$ cat src/rtl/arith_share_arbiter_if.sv
// rtl/arith_share_arbiter_if.sv - request/response bundle for the shared sum/product unit
interface arith_share_arbiter_if #(
    parameter int WIDTH = 8
);
    logic                   req0_valid;
    logic                   req0_ready;
    logic [WIDTH-1:0]       req0_a;
    logic [WIDTH-1:0]       req0_b;
    logic                   req1_valid;
    logic                   req1_ready;
    logic [WIDTH-1:0]       req1_a;
    logic [WIDTH-1:0]       req1_b;
    logic                   rsp_valid;
    logic                   rsp_ready;
    logic                   rsp_id;
    logic [WIDTH:0]         rsp_sum;
    logic [2*WIDTH-1:0]     rsp_product;
    logic                   busy;
    logic [15:0]            op_count;

    modport master (
        output req0_valid, req0_a, req0_b, req1_valid, req1_a, req1_b, rsp_ready,
        input  req0_ready, req1_ready, rsp_valid, rsp_id, rsp_sum, rsp_product, busy, op_count
    );

    modport slave (
        input  req0_valid, req0_a, req0_b, req1_valid, req1_a, req1_b, rsp_ready,
        output req0_ready, req1_ready, rsp_valid, rsp_id, rsp_sum, rsp_product, busy, op_count
    );
endinterface

$ cat src/rtl/arith_share_arbiter.sv
// rtl/arith_share_arbiter.sv - round-robin shared adder and shift-add multiplier
module arith_share_arbiter #(
    parameter int WIDTH = 8
) (
    input  logic                 clk,
    input  logic                 rst,
    arith_share_arbiter_if.slave bus
);
    localparam int CW = (WIDTH > 1) ? $clog2(WIDTH) : 1;

    typedef enum logic [1:0] {IDLE, MUL, DONE} state_t;

    state_t               state, state_next;
    logic                 ptr;
    logic [WIDTH-1:0]     a_q, b_q;
    logic [2*WIDTH-1:0]   acc, addend;
    logic [CW-1:0]        cnt;
    logic                 grant0, grant1, accept, mul_last, rsp_fire;
    logic [WIDTH-1:0]     sel_a, sel_b;
    logic                 id_q, valid_q;
    logic [WIDTH:0]       sum_q;
    logic [2*WIDTH-1:0]   prod_q;
    logic [15:0]          count_q;

    always_comb begin
        grant0     = 1'b0;
        grant1     = 1'b0;
        state_next = state;
        // With both valid, ptr picks the winner; a lone requester always wins.
        if (bus.req0_valid && (!bus.req1_valid || !ptr)) begin
            grant0 = 1'b1;
        end else if (bus.req1_valid) begin
            grant1 = 1'b1;
        end
        accept   = (state == IDLE) && (grant0 || grant1);
        mul_last = (state == MUL) && (cnt == CW'(WIDTH - 1));
        rsp_fire = (state == DONE) && bus.rsp_ready;
        sel_a    = grant1 ? bus.req1_a : bus.req0_a;
        sel_b    = grant1 ? bus.req1_b : bus.req0_b;
        addend   = b_q[cnt] ? ({{WIDTH{1'b0}}, a_q} << cnt) : '0;
        case (state)
            IDLE:    if (accept)   state_next = MUL;
            MUL:     if (mul_last) state_next = DONE;
            DONE:    if (rsp_fire) state_next = IDLE;
            default: state_next = IDLE;
        endcase
    end

    always_ff @(posedge clk) begin
        if (rst) begin
            state <= IDLE;
        end else begin
            state <= state_next;
        end
    end

    always_ff @(posedge clk) begin
        if (rst) begin
            ptr     <= 1'b0;
            a_q     <= '0;
            b_q     <= '0;
            acc     <= '0;
            cnt     <= '0;
            id_q    <= 1'b0;
            valid_q <= 1'b0;
            sum_q   <= '0;
            prod_q  <= '0;
            count_q <= '0;
        end else begin
            if (accept) begin
                a_q   <= sel_a;
                b_q   <= sel_b;
                id_q  <= grant1;
                sum_q <= {1'b0, sel_a} + {1'b0, sel_b};
                acc   <= '0;
                cnt   <= '0;
                ptr   <= !grant1;
            end
            if (state == MUL) begin
                acc <= acc + addend;
                cnt <= cnt + 1'b1;
                // The last partial product goes straight to the result register.
                if (mul_last) begin
                    prod_q  <= acc + addend;
                    valid_q <= 1'b1;
                end
            end
            if (rsp_fire) begin
                valid_q <= 1'b0;
                count_q <= count_q + 16'd1;
            end
        end
    end

    assign bus.req0_ready  = (state == IDLE) && grant0;
    assign bus.req1_ready  = (state == IDLE) && grant1;
    assign bus.rsp_valid   = valid_q;
    assign bus.rsp_id      = id_q;
    assign bus.rsp_sum     = sum_q;
    assign bus.rsp_product = prod_q;
    assign bus.busy        = (state != IDLE);
    assign bus.op_count    = count_q;
endmodule

$ cat src/flat_wrapper.sv
// flat-port wrapper written by rule: the top's interface ports become plain ports
module arith_share_arbiter_flat 
#(
    parameter int WIDTH = 8
)
  (clk, rst, bus_req0_valid, bus_req0_a, bus_req0_b, bus_req1_valid, bus_req1_a, bus_req1_b, bus_rsp_ready, bus_req0_ready, bus_req1_ready, bus_rsp_valid, bus_rsp_id, bus_rsp_sum, bus_rsp_product, bus_busy, bus_op_count);
  arith_share_arbiter_if #(.WIDTH(WIDTH)) bus_i ();
  input  logic clk;
  input  logic rst;
  input wire logic [$bits(bus_i.req0_valid)-1:0] bus_req0_valid;
  input wire logic [$bits(bus_i.req0_a)-1:0] bus_req0_a;
  input wire logic [$bits(bus_i.req0_b)-1:0] bus_req0_b;
  input wire logic [$bits(bus_i.req1_valid)-1:0] bus_req1_valid;
  input wire logic [$bits(bus_i.req1_a)-1:0] bus_req1_a;
  input wire logic [$bits(bus_i.req1_b)-1:0] bus_req1_b;
  input wire logic [$bits(bus_i.rsp_ready)-1:0] bus_rsp_ready;
  output wire logic [$bits(bus_i.req0_ready)-1:0] bus_req0_ready;
  output wire logic [$bits(bus_i.req1_ready)-1:0] bus_req1_ready;
  output wire logic [$bits(bus_i.rsp_valid)-1:0] bus_rsp_valid;
  output wire logic [$bits(bus_i.rsp_id)-1:0] bus_rsp_id;
  output wire logic [$bits(bus_i.rsp_sum)-1:0] bus_rsp_sum;
  output wire logic [$bits(bus_i.rsp_product)-1:0] bus_rsp_product;
  output wire logic [$bits(bus_i.busy)-1:0] bus_busy;
  output wire logic [$bits(bus_i.op_count)-1:0] bus_op_count;
  assign bus_i.req0_valid = bus_req0_valid;
  assign bus_i.req0_a = bus_req0_a;
  assign bus_i.req0_b = bus_req0_b;
  assign bus_i.req1_valid = bus_req1_valid;
  assign bus_i.req1_a = bus_req1_a;
  assign bus_i.req1_b = bus_req1_b;
  assign bus_i.rsp_ready = bus_rsp_ready;
  assign bus_req0_ready = bus_i.req0_ready;
  assign bus_req1_ready = bus_i.req1_ready;
  assign bus_rsp_valid = bus_i.rsp_valid;
  assign bus_rsp_id = bus_i.rsp_id;
  assign bus_rsp_sum = bus_i.rsp_sum;
  assign bus_rsp_product = bus_i.rsp_product;
  assign bus_busy = bus_i.busy;
  assign bus_op_count = bus_i.op_count;
  arith_share_arbiter #(.WIDTH(WIDTH)) u_core (.clk(clk), .rst(rst), .bus(bus_i));
endmodule
$ cat config.mk
export PLATFORM = sky130hd
export DESIGN_NAME = arith_share_arbiter_flat
export DESIGN_NICKNAME = d
export VERILOG_FILES = /design/src/rtl/arith_share_arbiter_if.sv /design/src/rtl/arith_share_arbiter.sv /design/src/flat_wrapper.sv
export SDC_FILE = /design/constraint.sdc
export NUM_CORES = 1
export LEC_CHECK = 0
export ABC_AREA = 1
export CORE_MARGIN = 4
export CORE_UTILIZATION = 35
export DETAILED_ROUTE_END_ITERATION = 12
export PLACE_DENSITY = 0.66
export SLEW_MARGIN = 40
export SYNTH_ARGS = -nofsm -noshare
export SYNTH_HDL_FRONTEND = slang
export SYNTH_SLANG_ARGS = --single-unit
$ cat constraint.sdc
create_clock -name clk -period 2.8 [get_ports clk]
set_input_delay 0.28 -clock clk [delete_from_list [all_inputs] [get_ports clk]]
set_output_delay 0.28 -clock clk [all_outputs]
set_load 0.02 [all_outputs]
**Word level (Yosys, flattened, before mapping)**

Cells that the tools add are included.
Widths: inputs -> output; s select.

- Add/subtract/negate cells: 4
- Magnitude comparators: 1
- Equality and inequality tests: 6
- Shift-type cells: 1
- Mux-type cells: 16
- Reductions and logical operators: 17

Operators by type and width:

| cell | count |
|---|---|
| $mux 16 | 3 |
| $add 16x1->16 const B | 1 |
| $add 16x16->16 | 1 |
| $mux 8 | 2 |
| $shl 8x3->16 | 1 |
| $add 8x8->9 | 1 |
| $logic_and 1x1->1 | 6 |
| $mux 2 | 3 |
| $mux 3 | 2 |
| $ne 2x1->1 const B | 3 |
| $pmux 2 s3 | 1 |
| $lt 3x4->1 const B | 1 |
| $mux 1 | 4 |
| $reduce_bool 2->1 | 2 |
| $add 3x1->3 const B | 1 |
| $bmux 1 s3 | 1 |
| $eq 3x3->1 const B | 1 |
| $logic_not 1->1 | 3 |
| $reduce_and 3->1 | 1 |
| $eq 2x1->1 const B | 1 |
| $eq 2x2->1 const B | 1 |
| $logic_not 2->1 | 1 |
| $logic_or 1x1->1 | 2 |
| $reduce_and 2->1 | 1 |
| $reduce_or 2->1 | 1 |

- Flip-flop bits (word level): 81
- Input bits: 37
- Output and inout bits: 46
- Word-level logic and storage cells: 56

**Logic depth before layout (Yosys ltp)**

- Depth after elaboration: 8
- Mapped depth: 22

**Worst setup path before layout**

Ideal clock, no wire load.

- Path kind: reg-to-reg
- Start point: register u_core.ptr
- End point: register u_core.sum_q[6], in the netlist u_core.bus.rsp_sum[6]
- Setup time: 115 ps
- Arrival: 2,311 ps
- Setup slack: 374 ps
- Stages on the path, launching flop included: 16
- Path buffers: 1
- Period minus slack after synthesis: 2,426 ps
- Cell sequence: dfxtp_1 > nand2_1 > nand2_1 > nand2_2 > inv_2 > buf_4 > nand2_1 > nand2_1 > ha_1 > inv_1 > fa_1 > o21ai_0 > a21oi_1 > xor2_1 > o21ai_0 > inv_1

- Word-level cells in the longest chain between the ends: 6

Ends and longest elaborated chain:

| item | line | RTL |
|---|---|---|
| start: declaration | arith_share_arbiter.sv:14 | `logic ptr;` |
| start signal: assignment | arith_share_arbiter.sv:77 | `ptr <= !grant1;` |
| $logic_not 1->1 | arith_share_arbiter.sv:30 | `if (bus.req0_valid && (!bus.req1_valid \|\| !ptr)) begin` |
| $logic_or 1x1->1 | arith_share_arbiter.sv:30 |  |
| $logic_and 1x1->1 | arith_share_arbiter.sv:30 |  |
| $mux 1 | arith_share_arbiter.sv:30 |  |
| $mux 8 | arith_share_arbiter.sv:39 | `sel_b = grant1 ? bus.req1_b : bus.req0_b;` |
| named net u_core.sel_b[0] | arith_share_arbiter.sv:19 | `logic [WIDTH-1:0] sel_a, sel_b;` |
| $add 8x8->9 | arith_share_arbiter.sv:74 | `sum_q <= {1'b0, sel_a} + {1'b0, sel_b};` |
| end signal: assignment | arith_share_arbiter.sv:74 |  |
| end: declaration | arith_share_arbiter.sv:21 | `logic [WIDTH:0] sum_q;` |

The timed path passes the listed nets, and every way through them passes these cells.
A chain may end at the register's enable or synchronous reset.

**Final worst setup path**

- Start point: register u_core.cnt[0]
- End point: register u_core.prod_q[12], in the netlist u_core.bus.rsp_product[12]

- Word-level cells in the longest chain between the ends: 4

Ends and longest elaborated chain:

| item | line | RTL |
|---|---|---|
| start: declaration | arith_share_arbiter.sv:17 | `logic [CW-1:0] cnt;` |
| start signal: assignment | arith_share_arbiter.sv:81 | `cnt <= cnt + 1'b1;` |
| $bmux 1 s3 | arith_share_arbiter.sv:40 | `addend = b_q[cnt] ? ({{WIDTH{1'b0}}, a_q} << cnt) : '0;` |
| $mux 1 (not written as such) | arith_share_arbiter.sv:40 |  |
| $mux 16 | arith_share_arbiter.sv:40 |  |
| $add 16x16->16 | arith_share_arbiter.sv:84 | `prod_q <= acc + addend;` |
| end signal: assignment | arith_share_arbiter.sv:84 |  |
| end: declaration | arith_share_arbiter.sv:22 | `logic [2*WIDTH-1:0] prod_q;` |

Several ways; a longest one is shown, not always the timed one. The select of a mux whose other input is x is not followed.

==> results by stage <==
Status:
- The run finished with clean final reports.

Logic synthesis:
- The flip-flop and latch count after synthesis is 81.
- The number of flops mapped to enable cells by yosys is 0.
- For this run, the number of Yosys warnings is 0.
- The flip-flop cell with the highest count after synthesis is sky130_fd_sc_hd__dfxtp_1.
- Summing every instance area after synthesis gives approximately 5000 sq um.
- The synthesized netlist contains 40 unique library cells.
- Of all flip-flops after synthesis, the portion carrying an async set or reset was 0%.
- After synthesis, the most frequently instantiated cells are sky130_fd_sc_hd__nand2_1 (222), sky130_fd_sc_hd__inv_1 (98), sky130_fd_sc_hd__dfxtp_1 (81), sky130_fd_sc_hd__o21ai_0 (60), sky130_fd_sc_hd__nor2_1 (55).
- Synthesis handed over a netlist of between 700 and 800 instances.
- Of all cell types, the one taking the most synthesized area is sky130_fd_sc_hd__dfxtp_1.
- Of the post-synthesis cell area, the dominant cell type holds roughly a third.
- The leading cell type by number of instances after synthesis is sky130_fd_sc_hd__nand2_1.
- Synthesis produced a netlist with a net count of between 800 and 900.
- In this run the mean area of a mapped cell was around 6.6 sq um.
- Sequential elements use between 30% and 40% of the synthesized area.
- Ranked by total cell area, the synthesized netlist is headed by sky130_fd_sc_hd__dfxtp_1 (33%), sky130_fd_sc_hd__nand2_1 (17%), sky130_fd_sc_hd__inv_1 (7.4%).

STA:
- The final number of max-transition violations is 0.
- The final number of setup-violating endpoints is 0.
- Between clock sinks in the finished design, the worst skew comes to 4.125 ps.
- The hold violation total from the final report is 0.
- In the finished design, the share of the clock period the worst path needs comes to between 90 and 100%.
- Static timing analysis puts the maximum clock frequency at 0.3904 GHz.
- The worst slew margin relative to its limit is 70.91%.
- For the pin with the worst max-slew slack, the measured transition is roughly 440 ps.
- The worst path meets setup with between 200 and 250 ps of slack.
- The final period demand of the worst path is roughly 2600 ps.
- The sum of negative setup slack is 0 ps.

GRT:
- The wire length of the first global-routing pass is about 22000 um.
- The number of global-route vias before repair is roughly 4.6k.
- Entering global routing, the biggest net connects 37 pins.
- In the global route stage, overall resource usage came out at ~16%.
- The number of antenna violations at the first check in global routing came to 0.
- After global routing the overflow that remains totals 0.

Die:
- The I/O pin count is between 80 and 90.
- After floorplanning, the core was divided into between 40 and 50 placement rows.
- The core area is 13880 sq um.
- For this configuration, the core starts out at a cell density of 35.62%.
- In this run the horizontal extent of the chip is between 100 and 150 um.
- The overall die area is around 16000 sq um.
- The die is 126.9 um tall.

Critical path:
- The minimum setup slack among reg-to-reg paths is between 200 and 250 ps.
- The worst setup path is launched from a register.
- Data on the critical path is required at its endpoint by slightly above 3000 ps.
- The critical register-to-register path endpoint is u_core.bus.rsp_product[12].
- The top fanout value on the critical path is 9.
- Counting cells, the worst reg-to-reg path comes to 18.
- The critical path is of the reg2reg type.
- The startpoint of the most critical setup path is u_core.cnt[0].
- The category of the worst setup path capture point is a register.
- In this run the critical register-to-register path is launched from u_core.cnt[0].
- Data on the critical path arrives at its endpoint at around 2800 ps.
- The critical path ends at u_core.bus.rsp_product[12].

Job:
- The number of violations of the max-capacitance limit is 0.

CTS:
- The clock transition at the register clock pins on the worst setup and hold paths after CTS is about 60 ps.
- No sink is reached through more buffers than the 2 on the longest clock path.
- The deepest level of the CTS H-tree is 3.
- Clock tree synthesis inserted a total of 9 buffers.
- The post-CTS setup-driven buffer insertion count is 0.
- The TritonCTS clock tree is done.
- The count of hold-fix buffers inserted at cts is 0.
- The root buffer cell chosen for the clock tree is sky130_fd_sc_hd__clkbuf_16.
- The CTS sink count is 81.
- The post-CTS resize count is 0.
- For the worst-skew pair, the clock arrives at the later sink with an insertion delay of around 340 ps.

Detailed routing:
- The wire length reported by the detailed router is 12630 um.
- For this run, the detailed router's first-pass iteration total came to 5.
- The count of nets left with antenna violations after detail routing is 0.
- The average wire per standard cell is 12.35 um.
- The number of vias per cell is about 4.7.
- For this run, design rule violations remaining after detail routing come to 0.
- The detailed router's first-iteration violation count is 288.
- The detailed router placed between 4k and 5k vias in this run.

Layout:
- Compared with the post-synthesis result, the final layout area differs by 28.80%.
- For this run, the share of the core covered by cells in the final layout is 45.88%.
- With fillers left out, the area of the finished cells amounts to 6369 sq um.
- The ratio of cells with drive above 1 in the final layout is under 10%.
- The count of inserted antenna diode cells is 0.
- The final layout contains around 900 nets.

Pwr:
- For this design the static power due to leakage is approximately 3.0 nW.
- Across the VDD grid, the largest voltage drop is about 330 uV.
- The total chip power is 2.937 mW.
- The total power density per cell area is between 400 and 500 nW/um^2.

Place:
- At the end of routability-driven placement, the weighted congestion stood at 0.8941.
- The standard cell area after detailed placement is 6038 sq um.
- After legalization and detailed placement, the total HPWL measured around 9700 um.
- The count of buffers added on input and output ports is roughly 80.
- Timing analysis after detailed placement gives a worst setup slack of ~34 ps.

Min path:
- The path category of the worst min-delay check is reg2reg.
[metal layers]
layer  global-route usage [%]  routed length [um]  vias to the layer above
li1                         -                   -                     2568
met4                    4.101                 123                        0
met2                    26.74                5749                      113
met3                    4.926                 776                       11
met5                        0                   0                        -
met1                    21.38                5976                     2147
[power by group]
group          total [mW]  switching [mW]  leakage (nW)  internal (mW)
clock network        1.06           0.464         0.124          0.599
registers            1.25          0.0375         0.661           1.21
logic               0.626           0.365          2.17          0.261
[cell families (layout without fill, tap and decap cells)]
group           count (synthesis)  after routing  synth area share (%)
simple gates                  337            337                 28.95
compound gates                156            156                 17.46
buf+inv                       130            225                 10.73
flops                          81             81                 32.79
fa+ha+maj                      28             28                 7.389
xor+xnor                       14             14                 2.480
mux                             1              1                0.2024
[stage by stage]
| stage | instances | hold WS [ps] |
|---|---|---|
| 6_report | 1022 | 471.4 |
| 5_1_grt | 1022 | 495.5 |
| 4_1_cts | 1022 | 472.2 |
| 3_5_place_dp | 1006 | 460.6 |
| 3_3_place_gp | 1006 | 456.2 |
| 2_1_floorplan | 747 | 443.2 |
[critical path: stages, from the launching register on]
cell and delay (ps):
sky130_fd_sc_hd__dfxtp_4 370, sky130_fd_sc_hd__buf_4 170, sky130_fd_sc_hd__o21ai_1 200, sky130_fd_sc_hd__nand2_1 80, sky130_fd_sc_hd__o21ai_1 140, sky130_fd_sc_hd__nor2_1 60
sky130_fd_sc_hd__o21ai_0 170, sky130_fd_sc_hd__inv_1 60, sky130_fd_sc_hd__ha_1 330, sky130_fd_sc_hd__nand2_1 110, sky130_fd_sc_hd__inv_1 60, sky130_fd_sc_hd__a21oi_1 140
sky130_fd_sc_hd__nand2_1 110, sky130_fd_sc_hd__nand2_1 120, sky130_fd_sc_hd__nand3_1 100, sky130_fd_sc_hd__nand2_1 80, sky130_fd_sc_hd__nand2_1 60, sky130_fd_sc_hd__nand2_1 60
sky130_fd_sc_hd__inv_1 30
[cells in the final DEF (no fill, tap or decap), types with 6 or more instances in the layout]
master | Yosys | layout
sky130_fd_sc_hd__a31oi_1 | 16 | 15
sky130_fd_sc_hd__clkbuf_16 | 0 | 9
sky130_fd_sc_hd__a21oi_1 | 54 | 54
sky130_fd_sc_hd__ha_1 | 26 | 22
sky130_fd_sc_hd__o21a_1 | 6 | 6
sky130_fd_sc_hd__nor3_1 | 12 | 10
sky130_fd_sc_hd__xor2_1 | 10 | 10
sky130_fd_sc_hd__clkdlybuf4s50_1 | 0 | 82
sky130_fd_sc_hd__nand3_1 | 23 | 23
sky130_fd_sc_hd__buf_4 | 4 | 22
sky130_fd_sc_hd__dfxtp_1 | 81 | 79
sky130_fd_sc_hd__nor2_1 | 55 | 55
sky130_fd_sc_hd__nand2_1 | 222 | 219
sky130_fd_sc_hd__o21bai_1 | 9 | 9
sky130_fd_sc_hd__o21ai_1 | 4 | 10
sky130_fd_sc_hd__nand2_2 | 4 | 7
sky130_fd_sc_hd__o21ai_0 | 60 | 53
sky130_fd_sc_hd__inv_1 | 98 | 97
sky130_fd_sc_hd__inv_2 | 5 | 6
[flip-flops by register name, indices dropped and copies added, names as in the netlist]
name,count
u_core.acc,16
u_core.bus.op_count,16
u_core.bus.rsp_product,16
u_core.bus.rsp_sum,9
u_core.a_q,8
u_core.b_q,8
u_core.cnt,3
u_core.state,2
u_core.bus.rsp_id,1
u_core.bus.rsp_valid,1
u_core.ptr,1
[worst min-delay path by stage]
stage,start,end,slack (ps),cells past startpoint
2_1_floorplan,u_core.acc[2],u_core.acc[2],440,2
3_3_place_gp,u_core.acc[2],u_core.acc[2],460,2
3_5_place_dp,u_core.acc[6],u_core.acc[6],460,2
4_1_cts,u_core.acc[6],u_core.acc[6],470,2
5_1_grt,u_core.acc[14],u_core.acc[14],500,2
6_report,u_core.bus.rsp_product[1],u_core.bus.rsp_product[1],470,2
[cell type report]
class	instances	area (sq um)
flip-flops and latches	81	1627
fillers	1392	7512
clock buffers	13	240.2
clock inverters	3	17.52
well taps	180	225.2
multi-input cells	536	2860
repair buffers	105	1006
inverters	104	392.9
Power figures use the tool's default switching activity.
